`config.mk`:
```
export PLATFORM = sky130hd
export DESIGN_NAME = esdi_sector_framer
export DESIGN_NICKNAME = d
export VERILOG_FILES = /design/src/rtl/esdi_sector_framer.sv
export SDC_FILE = /design/constraint.sdc
export NUM_CORES = 1
export LEC_CHECK = 0
export CAP_MARGIN = 30
export CORE_ASPECT_RATIO = 0.7
export CORE_MARGIN = 2
export CORE_UTILIZATION = 51
export DETAILED_ROUTE_END_ITERATION = 8
export PLACE_DENSITY = 0.77
export SLEW_MARGIN = 10
export SYNTH_ARGS = -nofsm -noshare
export SYNTH_HDL_FRONTEND = slang
export SYNTH_SLANG_ARGS = --single-unit
```
`constraint.sdc`:
```
create_clock -name csr_aclk -period 2.1 [get_ports csr_aclk]
set_clock_uncertainty 0.05 [all_clocks]
set_input_delay 0.63 -clock csr_aclk [delete_from_list [all_inputs] [get_ports csr_aclk]]
set_output_delay 0.63 -clock csr_aclk [all_outputs]
set_load 0.01 [all_outputs]
```
`src/rtl/esdi_sector_framer.sv`:
```
//------------------------------------------------------------------------------
// esdi_sector_framer
// Bit-aligns the ESDI read stream on the sync byte, forwards one header or
// data field on AXI-Stream, and checks the trailing CRC-16-CCITT.
// Revision: 1.0
//------------------------------------------------------------------------------
`default_nettype none
`timescale 1ns/1ps

module esdi_sector_framer #(
  parameter logic [7:0] SYNC_BYTE    = 8'hA1,
  parameter int         HEADER_BYTES = 4,
  parameter int         DATA_BYTES   = 512,
  parameter int         SYNC_TIMEOUT = 32
) (
  input  logic       csr_aclk,
  input  logic       csr_aresetn,
  input  logic       enable,
  input  logic       field_start,
  input  logic       field_is_data,
  input  logic       in_tvalid,
  output logic       in_tready,
  input  logic [7:0] in_tdata,
  output logic       out_tvalid,
  input  logic       out_tready,
  output logic [7:0] out_tdata,
  output logic       out_tlast,
  output logic       out_tuser,
  output logic       field_done,
  output logic       crc_error,
  output logic       sync_timeout
);

  localparam logic [9:0] c_HDR_LAST = 10'(HEADER_BYTES - 1);
  localparam logic [9:0] c_DAT_LAST = 10'(DATA_BYTES - 1);
  localparam logic [9:0] c_TO_LAST  = 10'(SYNC_TIMEOUT - 1);

  typedef enum logic [2:0] {
    S_IDLE  = 3'd0,
    S_HUNT  = 3'd1,
    S_FIELD = 3'd2,
    S_CRC1  = 3'd3,
    S_CRC2  = 3'd4
  } state_t;

  state_t      r_state;
  logic [7:0]  r_prev;
  logic [9:0]  r_cnt;
  logic [9:0]  r_len_m1;
  logic [2:0]  r_off;
  logic [15:0] r_crc;

  logic [15:0] w_win;
  logic        w_unused;
  logic        w_acc;
  logic        w_hit;
  logic [2:0]  w_hit_off;
  logic [7:0]  w_aligned;
  logic [15:0] w_crc_next;

  function automatic logic [15:0] f_crc_byte(input logic [15:0] crc, input logic [7:0] d);
    logic [15:0] c;
    c = crc;
    for (int i = 7; i >= 0; i--) begin
      c = (c[15] ^ d[i]) ? ((c << 1) ^ 16'h1021) : (c << 1);
    end
    return c;
  endfunction

  // Post-shift window: previous byte above the incoming one.
  assign w_win      = {r_prev, in_tdata};
  assign w_unused   = w_win[15];
  assign in_tready  = (r_state == S_FIELD) ? (!out_tvalid || out_tready) : 1'b1;
  assign w_acc      = in_tvalid && in_tready;
  assign w_aligned  = w_win[r_off +: 8];
  assign w_crc_next = f_crc_byte(r_crc, w_aligned);

  // Later (higher) offsets override: the highest k is the earliest-arriving pattern.
  always_comb begin
    w_hit     = 1'b0;
    w_hit_off = 3'd0;
    for (int k = 0; k < 8; k++) begin
      if (w_win[k +: 8] == SYNC_BYTE) begin
        w_hit     = 1'b1;
        w_hit_off = 3'(k);
      end
    end
  end

  always_ff @(posedge csr_aclk or negedge csr_aresetn) begin
    if (!csr_aresetn) begin
      r_state      <= S_IDLE;
      r_prev       <= '0;
      r_cnt        <= '0;
      r_len_m1     <= '0;
      r_off        <= '0;
      r_crc        <= 16'hFFFF;
      out_tvalid   <= 1'b0;
      out_tdata    <= '0;
      out_tlast    <= 1'b0;
      out_tuser    <= 1'b0;
      field_done   <= 1'b0;
      crc_error    <= 1'b0;
      sync_timeout <= 1'b0;
    end else begin
      field_done   <= 1'b0;
      sync_timeout <= 1'b0;

      if (out_tvalid && out_tready) begin
        out_tvalid <= 1'b0;
        out_tlast  <= 1'b0;
      end

      if (w_acc) begin
        r_prev <= in_tdata;
      end

      if (!enable) begin
        r_state <= S_IDLE;
      end else if (field_start) begin
        r_state   <= S_HUNT;
        r_prev    <= '0;
        r_cnt     <= '0;
        crc_error <= 1'b0;
        r_len_m1  <= field_is_data ? c_DAT_LAST : c_HDR_LAST;
        out_tuser <= field_is_data;
      end else if (w_acc) begin
        case (r_state)
          S_HUNT: begin
            if (w_hit) begin
              r_off   <= w_hit_off;
              r_crc   <= 16'hFFFF;
              r_cnt   <= '0;
              r_state <= S_FIELD;
            end else if (r_cnt == c_TO_LAST) begin
              sync_timeout <= 1'b1;
              r_state      <= S_IDLE;
            end else begin
              r_cnt <= r_cnt + 10'd1;
            end
          end
          S_FIELD: begin
            out_tdata  <= w_aligned;
            out_tvalid <= 1'b1;
            out_tlast  <= (r_cnt == r_len_m1);
            r_crc      <= w_crc_next;
            r_cnt      <= r_cnt + 10'd1;
            if (r_cnt == r_len_m1) begin
              r_state <= S_CRC1;
            end
          end
          S_CRC1: begin
            r_crc   <= w_crc_next;
            r_state <= S_CRC2;
          end
          S_CRC2: begin
            r_crc      <= w_crc_next;
            crc_error  <= (w_crc_next != 16'h0000);
            field_done <= 1'b1;
            r_state    <= S_IDLE;
          end
          default: ;
        endcase
      end
    end
  end

endmodule

`default_nettype wire
```
---- Word level (Yosys, flattened, before mapping) ----
Cells that the tools add are included.
cells by class
  reductions and logical operators ........ 17
  shift-type cells ........................ 1
  muxes and demuxes ....................... 65
  add/sub/neg operators ................... 1
  bitwise operators ....................... 17
  equality and inequality tests ........... 20
operator list
  kind                   count
  $mux 13                8
  $eq 8x8->1 const B     8
  $mux 10                4
  $mux 3                 12
  $mux 1                 33
  $pmux 16 s2            1
  $mux 8                 3
  $not 3->3              8
  $pmux 10 s2            1
  $mux 16                1
  $reduce_bool 16->1     1
  $shiftx 16x4->8        1
  $pmux 3 s4             1
  $reduce_and 4->1       3
  $add 10x1->10 const B  1
  $eq 10x10->1           1
  $eq 10x5->1 const B    1
  $reduce_and 5->1       2
  $mux 9                 1
  $xor 1x1->1            8
  $eq 3x2->1 const B     2
  $ne 6x1->1 const B     1
  $reduce_bool 2->1      3
  $ne 5x5->1 const B     1
  14 further kinds       15
storage, ports and cells
  input bits .............................. 15
  word-level logic and storage cells ...... 134
  register bits after elaboration ......... 64
  output and inout port bits .............. 15

---- Depth between registers and ports, before layout ----
Gate-level depths: netlist (run 1).
  word-level depth ........................ 21
  depth in mapped cells ................... 9
  depth with buffers taken out ............ 7

---- Worst setup path after synthesis (run 1) ----
No wires, ideal clock.
  path kind ............................... input to register
  from .................................... input in_tdata[7]
  to ...................................... register crc_error
  stages on the path ...................... 7
  library setup time ...................... 129 ps
  path buffers ............................ 1
  path slack .............................. -388 ps
  arrival ................................. 2309 ps
  data required time ...................... 1921 ps
  path through ............................ buf_2 > mux2i_1 > mux4_2 > xor2_2 > or4b_1 > nor3_2 > a31oi_1
on the way
  longest elaborated chain between the ends .. 15
  elaborated cells between the ends (all ways) .. 24
  those cells by class .................... shift: 1; mux: 11; bitwise: 11; reduce/logical: 1
RTL lines
  item                                                          line  text
  start: declaration                                            23    input logic [7:0] in_tdata,
  $shiftx 16x4->8 *                                             75    assign w_aligned = w_win[r_off +: 8];
  $xor 1x1->1                                                   65    c = (c[15] ^ d[i]) ? ((c << 1) ^ 16'h1021) : (c << 1);
  $mux 13 (5 in series)                                         65
  $not 3->3 (no source line) / $mux 13 (equally long branches)  -
  $mux 13                                                       65
  $mux 13 / $not 3->3 (equally long branches)                   -
  $mux 13                                                       65
  $reduce_bool 16->1 *                                          158   crc_error <= (w_crc_next != 16'h0000);
  $mux 1 *                                                      128   case (r_state)
  $mux 1 *                                                      127   end else if (w_acc) begin
  $mux 1 *                                                      120   end else if (field_start) begin
  end signal: assignment                                        158
  end: declaration                                              30    output logic crc_error,
Every way passes the cells marked *; elsewhere a longest branch is shown, timed or not. The select of a mux whose other input is x is not followed.
A chain may end at the register's enable or synchronous reset.

---- Worst setup path after layout (run 1) ----
  from .................................... register r_off[1]
  to ...................................... register crc_error
on the way
  longest elaborated chain between the ends .. 15
  elaborated cells between the ends (all ways) .. 24
  those cells by class .................... shift: 1; mux: 11; bitwise: 11; reduce/logical: 1
RTL lines
  item                                                          line  text
  start: declaration                                            50    logic [2:0] r_off;
  start signal: assignment                                      131   r_off <= w_hit_off;
  $shiftx 16x4->8 *                                             75
  $xor 1x1->1                                                   65
  $mux 13 (5 in series)                                         65
  $not 3->3 (no source line) / $mux 13 (equally long branches)  -
  $mux 13                                                       65
  $mux 13 / $not 3->3 (equally long branches)                   -
  $mux 13                                                       65
  $reduce_bool 16->1 *                                          158
  $mux 1 *                                                      128
  $mux 1 *                                                      127
  $mux 1 *                                                      120
Marks and branches as above.

==> results of run 1 <==
## placed cells by master (no fill, tap or decap), types with 7 or more instances in the layout
cell	instances
a21oi_1	18
buf_4	97
buf_6	17
clkdlybuf4s50_1	17
dfrtp_1	33
dfstp_2	16
mux2i_1	19
nand2_1	24
nand3_1	9
nor2_1	31
nor2_2	7
o21ai_0	9
xnor2_1	8
xor2_1	7
## logic make-up after synthesis
family	synth area share
AOI/OAI and AO/OA	0.164
xor gates and xnor gates	0.0812
adders and majority gates	0.00363
buffers and inverters	0.0471
DFF	0.398
muxes	0.121
and+or+nand+nor	0.185
## cell type report
type	instances	share of cell area
repair buffers	147	0.242
multi-input cells	266	0.447
clock buffers	6	0.0155
inverters	6	0.00422
flip-flops and latches	54	0.258
well taps	94	0.0221
clock inverters	2	0.0113
## worst paths after layout
check	from	end	slack (ns)	cells after the start
setup reg to reg	r_off[1]	crc_error	-0.38	9
hold reg to reg	out_tdata[4]	out_tdata[4]	0.44	2
min in group csr_aclk	out_tdata[4]	out_tdata[4]	0.44	2
setup / recovery	r_off[1]	crc_error	-0.38	9
max in group asynchronous	csr_aresetn	r_crc[1]	1.44	2
hold / removal	csr_aresetn	out_tdata[3]	0.25	2
## report_power, final
part | total (mW) | internal (mW) | switching [mW]
clock | 0.889 | 0.509 | 0.380
sequential | 1.26 | 1.14 | 0.112
combinational | 1.24 | 0.635 | 0.606
## sequential cells by signal, indices dropped and copies added, names as in the netlist
register / count
field_done: 1
r_cnt: 10
out_tvalid: 1
r_state: 3
out_tdata: 8
crc_error: 1
out_tlast: 1
r_len_m1: 2
r_off: 3
r_prev: 7
r_crc: 16
sync_timeout: 1
## worst max-delay path, delay by kind of cell, from the launching register on
kind	cells	cell delay, ns
buffers and inverters	3	0.42
XOR/XNOR	1	0.26
multiplexers	2	0.70
flip-flops	1	0.49
AND/OR/NAND/NOR	2	0.34
AO/OA/AOI/OAI	1	0.10
## cells in the mapped netlist (7+ instances only)
| cell | instances |
|---|---|
| dfrtp_1 | 38 |
| nand2_1 | 26 |
| a21oi_1 | 23 |
| dfstp_2 | 16 |
| xnor2_1 | 9 |
| xor2_1 | 10 |
| buf_2 | 9 |
| nand3_1 | 9 |
| nor2_1 | 38 |
| mux2i_1 | 26 |
| a21o_1 | 7 |
| o21ai_0 | 13 |
## metrics by stage
stage	hold WS, ns	std cells
after CTS	0.264	573
final	0.246	575
after global placement	0.414	538
after global routing	0.262	575
after floorplan	0.284	346
after detailed placement	0.423	538
## per-layer routing
metal  track usage  share of wire  up-vias
met2         0.517           0.48      216
met1         0.426           0.40     1723
li1              -              -     1515
met5             0              0        -
met3        0.0517          0.072       71
met4        0.0785          0.049        0
## repair_timing
action,CTS,global route
cloned,1,0
setup endpoints to repair,44,38
pin swaps,35,18
setup buffers,27,6
gates resized for setup,93,44
==> summary by stage, run 1 <==
Outcome
The run finished, with violations left. The final reports fail on setup timing.

Clock network
The master cell of the clock root buffer is clkbuf_8. The maximum number of buffers from clock root to sink is 2. In this run, post-CTS hold repair placed 0 buffers. The number of buffers created by CTS is 5.

For this design, the sink count on the clock tree is 54. The CTS tree is built. The clock latency of the later-clocked register in the worst-skew pair is about 0.32 ns. The clock tree synthesis step divided the H-tree into 2 levels. The clock transition time at the flip-flop clock pins of the worst setup and hold paths is between 0.1 and 0.15 ns.

Pwr
Power spread over the standard cell area amounts to roughly 630 nW/um2. The worst-case IR drop observed on VDD is about 0.00045 V. The power after layout is 3.39 mW. The analysis attributes to cell leakage a power of ~2.3 nW.

Timing
Derived from the worst setup path, the maximum achievable clock frequency is about 400 MHz. Adding up every negative setup slack in the final design gives -5.68 ns. Of the available clock period, the critical path in the final layout requires 1.18. The worst path in the final design needs a cycle of approximately 2.5 ns, including I/O delays and setup. The final number of hold-violating endpoints is 0. Setup violations remaining at the end of the flow were counted as 33. The post-route worst setup slack is -0.381 ns. The max-slew violation total from the final report is 0. Setup repair after global routing could not meet its margin everywhere. The transition time at the pin with the least slew margin is between 0.3 and 0.4 ns. The headroom to the max-slew limit is 0.731.

Routing
For this block, the initial DRC count from the detailed router was approximately 330. After detailed routing, the total wire length is 12,900 um. The residual antenna-violating net count after detailed routing is 0. The post-detailed-route via-to-cell ratio is 6.13. In the final routed layout, each cell accounts on average for 22.4 um. The total via count in the routed design is 3,525.

For this run, design rule violations remaining after detail routing come to 0. The first-pass detailed-route iteration total is 7.

Yosys
In this run, synthesis inferred 0 flip-flops with an integrated enable. Summing every instance area after synthesis gives around 3400 um2. The yosys synthesis warning count is 0. The most instantiated flip-flop cell in the synthesis netlist is dfrtp_1. Of all flip-flops after synthesis, the portion carrying an async set or reset was 1.00.

Sorting the synthesized cells by area gives the leading types as dfrtp_1 28%, dfstp_2 12%, mux2i_1 7.5%. Synthesis inferred 54 register bits. The post-synthesis cell type count is 63. The number of instances in the synthesized netlist is 346.

Counting every net in the synthesized netlist gives ~360. After synthesis, the mean cell area works out to 9.97 um2. The share of the Yosys chip area taken by registers is 0.398. Of all cell types, the one taking the most synthesized area is dfrtp_1. The area fraction of the dominant cell type after synthesis is 0.276.

Placed design
The routability-driven placement congestion ratio is roughly 0.94. The number of buffer cells added on primary ports is 29. At the placement stage, the worst setup path has a slack of -0.832 ns. The post-DP HPWL is approximately 6600 um. The instance area at placement is roughly 4400 um2.

Floorplan
The width of the die is between 100 and 150 um. The placeable core area is between 6000 and 7000 um2. During I/O placement, the number of pins put on the boundary was 30.

The die area is about 7400 um2. The initial utilization of the core area, before any placement, comes to 0.518. The count of standard-cell rows is 25. The vertical die dimension is ~73 um.

Finish
The number of fillers in the final layout is 400. The number of inserted diodes is 0. The end-of-flow core utilization is 0.801. Summing all multi-input logic gate instances after layout gives ~2400 um2. The signed area change from the synthesized netlist to the final layout is 54.6%.

With fillers left out, the area of the finished cells amounts to ~5300 um2. After the last flow step, the layout net total stands at 496. The proportion of layout cells with a drive suffix above 1 is 0.501. The area taken by flip-flops and latches is ~1400 um2.

Setup path
For this run, the slowest stage of the critical path takes around 0.56 ns. The required time reported for the critical path endpoint is between 2 and 2.5 ns. The most used cell along the critical path is buf_6. STA classifies the critical path endpoint as a register. The cell at the slowest stage of the critical path is mux4_2.

The category of the critical setup timing path is reg -> reg. The critical path launch point type is a register. Walking the worst path, the cells encountered are buf_6 > buf_6 > mux2i_2 > mux4_2 > xor2_2 > buf_4 > nand4_1 > nor3_4 > a31oi_1. Along the worst path, the maximum fanout reaches 6. The endpoint arrival time on the critical path is about 2.6 ns.

Global route
The initial antenna violation count is 0. The leftover overflow at the end of global routing is 0. The overall track demand over capacity in global routing is 0.310. The pin count of the biggest net entering global routing is 55. The via count of the first global-routing pass is between 3,000 and 4,000. The global-route wire length before repair is 17,600 um.

Hold path
In this run the worst hold path is classified as in -> async.

Job
The number of violations of the max-capacitance limit is 0.
Power figures use the tool's default switching activity.
==> inputs of run 2 (changes only) <==
--- a/config.mk
+++ b/config.mk
@@ -11,7 +11,6 @@
 export CORE_UTILIZATION = 51
 export DETAILED_ROUTE_END_ITERATION = 8
 export PLACE_DENSITY = 0.77
-export SLEW_MARGIN = 10
 export SYNTH_ARGS = -nofsm -noshare
 export SYNTH_HDL_FRONTEND = slang
 export SYNTH_SLANG_ARGS = --single-unit
==> results of run 2 <==
No change in the layout: final DEF, timing and power equal those of run 1.
